### src/rtl/dou_float_div.sv
// Iterative IEEE-754 double divider: 55-cycle radix-2 restoring mantissa divide,
// then a single normalise/round/range-check cycle, behind valid/ready handshakes.
module dou_float_div #(
    parameter int EXP_BIAS = 1023,
    parameter int DIV_BITS = 55
) (
    input  logic        clk,
    input  logic        reset_n,
    input  logic        in_valid,
    output logic        in_ready,
    input  logic [63:0] ina,
    input  logic [63:0] inb,
    input  logic        round_cfg,
    output logic        out_valid,
    input  logic        out_ready,
    output logic [63:0] out,
    output logic [1:0]  defectornon_signal
);

    typedef enum logic [1:0] {S_IDLE, S_DIV, S_NORM, S_DONE} state_t;

    localparam logic signed [12:0] EXP_MAX = 13'sd2047;
    localparam logic signed [12:0] EXP_MIN = 13'sd0;

    state_t                state_q, state_d;
    logic                  sign_q, sign_d;
    logic                  rc_q, rc_d;
    logic [12:0]           exp_q, exp_d;
    logic [53:0]           rem_q, rem_d;
    logic [52:0]           div_q, div_d;
    logic [DIV_BITS-1:0]   q_q, q_d;
    logic [5:0]            cnt_q, cnt_d;
    logic [63:0]           out_q, out_d;
    logic [1:0]            stat_q, stat_d;

    // Borrow in bit 54 means rem < div.
    logic [54:0] sub_w;
    assign sub_w = {1'b0, rem_q} - {2'b00, div_q};

    logic [51:0] mant_a;
    logic        guard;
    logic [12:0] exp_a, exp_f;
    logic [52:0] mant_r;

    always_comb begin
        if (q_q[DIV_BITS-1]) begin
            mant_a = q_q[DIV_BITS-2 -: 52];
            guard  = q_q[DIV_BITS-54];
            exp_a  = exp_q;
        end else begin
            mant_a = q_q[DIV_BITS-3 -: 52];
            guard  = q_q[DIV_BITS-55];
            exp_a  = exp_q - 13'd1;
        end
        // A carry out leaves mant_r[51:0] all zero, which is the required mantissa.
        mant_r = {1'b0, mant_a} + {52'h0, rc_q & guard};
        exp_f  = exp_a + {12'h0, mant_r[52]};
    end

    always_comb begin
        state_d = state_q;
        sign_d  = sign_q;
        rc_d    = rc_q;
        exp_d   = exp_q;
        rem_d   = rem_q;
        div_d   = div_q;
        q_d     = q_q;
        cnt_d   = cnt_q;
        out_d   = out_q;
        stat_d  = stat_q;
        case (state_q)
            S_IDLE: begin
                if (in_valid) begin
                    sign_d = ina[63] ^ inb[63];
                    rc_d   = round_cfg;
                    exp_d  = {2'b00, ina[62:52]} - {2'b00, inb[62:52]} + 13'(EXP_BIAS);
                    rem_d  = {2'b01, ina[51:0]};
                    div_d  = {1'b1, inb[51:0]};
                    q_d    = '0;
                    cnt_d  = '0;
                    if (inb[62:52] == 11'h0) begin
                        out_d   = {ina[63] ^ inb[63], 11'h7FF, 52'h0};
                        stat_d  = 2'b11;
                        state_d = S_DONE;
                    end else if (ina[62:52] == 11'h0) begin
                        out_d   = {ina[63] ^ inb[63], 63'h0};
                        stat_d  = 2'b00;
                        state_d = S_DONE;
                    end else begin
                        state_d = S_DIV;
                    end
                end
            end
            S_DIV: begin
                if (!sub_w[54]) begin
                    rem_d = sub_w[53:0] << 1;
                    q_d   = {q_q[DIV_BITS-2:0], 1'b1};
                end else begin
                    rem_d = rem_q << 1;
                    q_d   = {q_q[DIV_BITS-2:0], 1'b0};
                end
                cnt_d = cnt_q + 6'd1;
                if (cnt_q == 6'(DIV_BITS - 1))
                    state_d = S_NORM;
            end
            S_NORM: begin
                if ($signed(exp_f) >= EXP_MAX) begin
                    out_d  = {sign_q, 11'h7FF, 52'h0};
                    stat_d = 2'b01;
                end else if ($signed(exp_f) <= EXP_MIN) begin
                    out_d  = {sign_q, 63'h0};
                    stat_d = 2'b10;
                end else begin
                    out_d  = {sign_q, exp_f[10:0], mant_r[51:0]};
                    stat_d = 2'b00;
                end
                exp_d   = exp_f;
                state_d = S_DONE;
            end
            S_DONE: begin
                if (out_ready)
                    state_d = S_IDLE;
            end
            default: state_d = S_IDLE;
        endcase
    end

    always_ff @(posedge clk or negedge reset_n) begin
        if (!reset_n) begin
            state_q <= S_IDLE;
            sign_q  <= 1'b0;
            rc_q    <= 1'b0;
            exp_q   <= '0;
            rem_q   <= '0;
            div_q   <= '0;
            q_q     <= '0;
            cnt_q   <= '0;
            out_q   <= '0;
            stat_q  <= 2'b00;
        end else begin
            state_q <= state_d;
            sign_q  <= sign_d;
            rc_q    <= rc_d;
            exp_q   <= exp_d;
            rem_q   <= rem_d;
            div_q   <= div_d;
            q_q     <= q_d;
            cnt_q   <= cnt_d;
            out_q   <= out_d;
            stat_q  <= stat_d;
        end
    end

    assign in_ready           = (state_q == S_IDLE);
    assign out_valid          = (state_q == S_DONE);
    assign out                = out_q;
    assign defectornon_signal = stat_q;

endmodule

### config.mk
export PLATFORM = sky130hd
export DESIGN_NAME = dou_float_div
export DESIGN_NICKNAME = d
export VERILOG_FILES = /design/src/rtl/dou_float_div.sv
export SDC_FILE = /design/constraint.sdc
export NUM_CORES = 1
export LEC_CHECK = 0
export ABC_AREA = 1
export CELL_PAD_IN_SITES_DETAIL_PLACEMENT = 0
export CELL_PAD_IN_SITES_GLOBAL_PLACEMENT = 1
export CORE_MARGIN = 4
export CORE_UTILIZATION = 42
export DETAILED_ROUTE_END_ITERATION = 16
export HOLD_SLACK_MARGIN = 0.06
export PLACE_DENSITY_LB_ADDON = 0.1
export SYNTH_ARGS = -nofsm -noshare
export SYNTH_HDL_FRONTEND = slang
export SYNTH_SLANG_ARGS = --single-unit
### constraint.sdc
create_clock -name clk -period 5.3 [get_ports clk]
set_input_delay 1.06 -clock clk [delete_from_list [all_inputs] [get_ports clk]]
set_output_delay 1.06 -clock clk [all_outputs]
set_load 0.02 [all_outputs]
==> flow_metrics.tcl <==
set metrics [dict create \
    required_ns 5.79 \
    regToRegSetupSlack_ns 0.64 \
    slew_headroom_pct 25.1 \
    clock_latency_ns 0.60 \
    most-common-layout-cells "nand2_1, inv_1, nor2_1" \
    drv_slew 0 \
    synth_seq_cells 251 \
    gp_congestion 0.953 \
    hold_viol_final 0 \
    gr-total-overflow 0 \
    final_layout_size_suffix_gt1_share_pct 5.47 \
    worst_r2r_path_depth 27 \
    cp-end-kind "register" \
    cp_slowest_cell "dfrtp_4" \
    crit_path_max_fanout 49 \
    area_growth_pct 18.5 \
    p_per_area_nw_per_um2 599 \
    clkPwrFrac_pct 15.2 \
    cp-start-kind "register" \
    synth-xor-area-share_pct 4.21 \
    syn_area_um2 18500 \
    die_h_um 218 \
    die_width_um 218 \
    via_per_inst 5.18 \
    place_area_um2 20900 \
    synth_top_family_by_area "simple AND/OR/NAND/NOR gates" \
    synth_compound_area_share_pct 16.6 \
    synth_adder_area_share_pct 5.36 \
    port_buffers 200 \
    hold_buffers 0 \
    setup_tns_ns 0 \
    synth_cell_types 53 \
    num_rows 76 \
    start_util_pct 42.7 \
    maxCapViolCount 0 \
    layout_commonest_cell "nand2_1" \
    crit_end "out[34]$_DFFE_PN0P_" \
    worstSetupPathType "reg -> reg" \
    cp_common_cell "nand2_1" \
    fill_cells 4544 \
    fin_util_pct 50.6 \
    max_stage_delay_ns 0.56 \
    rr_endpoint "out[34]$_DFFE_PN0P_" \
    grt_pass1_vias 17900 \
    coreArea_um2 43300 \
    setup-violations-final 0 \
    fmax_mhz 214 \
    drtIter0Drc 1112 \
    p_seq_share_pct 21.6 \
    clock_path_buffers 3 \
    ir_drop_uv 549 \
    final.min_clock_period_ns 4.66 \
    firstDrtPassIters 6 \
    yosys_warnings 0 \
    via_count 17900 \
    setup_slack_ns 0.637 \
    crit_start "q_q[54]$_DFFE_PN0P_" \
    h-tree-depth 1 \
    ios 201 \
    syn_area_per_cell_um2 6.86 \
    dp_worst_setup_slack_ns 0.0756 \
    synthMuxAreaShare_pct 0 \
    pwr-share-comb_pct 63.2 \
    post-route-cell-area_um2 21900 \
    ant_nets 0 \
    leakagePower_nw 9.64 \
    rsz0062_at_grt "no" \
    yosysSeqAreaShare_pct 34.0 \
    worstPathArrival_ns 5.15 \
    stdcell_count 3457 \
    grt_first_pass_wirelength_um 95800 \
    p_int_mw 6.35 \
    drc 0 \
    area.sequential_um2 6280 \
    numCtsBuffers 29 \
    multi_input_area_um2 10400 \
    gr-usage-all-layers_pct 24.8 \
    yosys.area_share.simple_pct 29.7 \
    dp.cells 3403 \
    timing.hold.ws_ns 0.458 \
    cts_tree "done" \
    hp-class "in -> async" \
    finalCritPeriodShare_pct 88.0 \
    fin_skew_ns 0.0296 \
    antenna_found_initial 1 \
    cts_root_buf "clkbuf_16" \
    wl_per_cell_um 17.2 \
    dp_hpwl_um 46800 \
    tightest_slew_ns 1.12 \
    p_switching_mw 6.76 \
    cts_sinks 251 \
    p_sw_share_pct 51.5 \
    final_nets 3061 \
    grt_max_degree 115 \
    status "finished, final reports clean" \
    power.total_mw 13.1 \
    wl_um 59400 \
    syn_inst 2696 \
    dieArea_um2 47400 \
    cts.clk_slew.worst_paths_ns 0.06 \
    r2r-start "q_q[54]$_DFFE_PN0P_" \
    synthesis.nets 2907 \
]
## how the worst min path moves through the flow
stage / slack [ns] / depth (start not counted) / end
floorplan: 0.43 / 2 / div_q[52]$_DFFE_PN0P_
global placement: 0.45 / 2 / div_q[52]$_DFFE_PN0P_
detailed placement: 0.45 / 2 / div_q[52]$_DFFE_PN0P_
CTS: 0.46 / 2 / div_q[52]$_DFFE_PN0P_
global route: 0.47 / 2 / div_q[52]$_DFFE_PN0P_
finish: 0.46 / 1 / exp_q[10]$_DFFE_PN0P_
## registers in the layout, indices dropped and copies added, names as in the netlist
signal / cells
div_q: 53
exp_q: 13
q_q: 55
cnt_q: 6
rem_q: 54
sign_q: 1
out: 64
rc_q: 1
defectornon_signal: 2
state_q: 2
## worst max-delay path: cells and delay by family (launching register included)
kind	cells	cell delay, ns
AOI/OAI and AO/OA	2	0.42
buffers and inverters	4	0.47
DFF	1	0.56
adders and majority gates	2	0.37
and+or+nand+nor	19	2.70
## cells in the mapped netlist, drive strengths merged
library cell  instances  area, um2
o221ai                1       8.76
fa                    2       40.0
o21a                  4       30.0
xnor2                34        298
o211ai               26        195
nand3               171        886
a211oi                1       7.51
a22oi                 5       37.5
nor4                 16        106
inv                 367       1380
nand4                33        213
buf                  38        264
nand2b                1       6.26
a221oi                1       8.76
nand2               618       2350
o31ai                 1       7.51
o21ai               211       1080
a21o                  8       60.1
and2                  1       7.51
nor3                 36        220
o21bai               14        105
xor2                 54        480
clkbuf               59        221
clkinv                3       11.3
nor3b                 1       12.5
nand3b               30        229
a31oi                22        138
ha                   76        951
o2111ai               1       8.76
a21oi               200       1000
o22ai                55        344
dfrtp               251       6280
or2                  24        150
nor2                322       1280
a21boi                4       30.0
and3                  5       31.3
## cell type report
type	count	share of cell area, %
Multi-Input combinational cell	1978	47.3
Sequential cell	251	28.7
Timing Repair Buffer	220	9.97
Inverter	370	6.38
Clock buffer	42	3.72
Tap cell	585	3.34
Clock inverter	10	0.554
Antenna cell	1	0.0114
## power by group through the flow
stage | registers, mW | clock network [mW] | logic, mW
after detailed placement | 2.86 | 0 | 8.27
after global placement | 2.85 | 0 | 8.25
after global routing | 2.91 | 2.12 | 9.38
after floorplan | 2.85 | 0 | 5.87
final | 2.84 | 1.99 | 8.29
after CTS | 2.83 | 2.05 | 8.33
## per-layer routing
metal	GRT usage, %	routed length (um)
met3	2.55	2170
met1	31.6	25700
met2	44.5	29500
met4	7.35	2020
met5	0	0
## cells by family (layout without fill, tap and decap cells)
family | after synthesis | count (layout)
other cells | 0 | 1
compound gates | 554 | 554
fa+ha+maj | 78 | 78
simple gates | 1258 | 1258
buf+inv | 467 | 642
flops | 251 | 251
xor+xnor | 88 | 88
## what timing repair did
item / in CTS / in global routing
setup endpoints to repair: 0 / 63
buffers inserted: 0 / 1
resized for setup: 0 / 9
(Power assumes the default switching activity.)
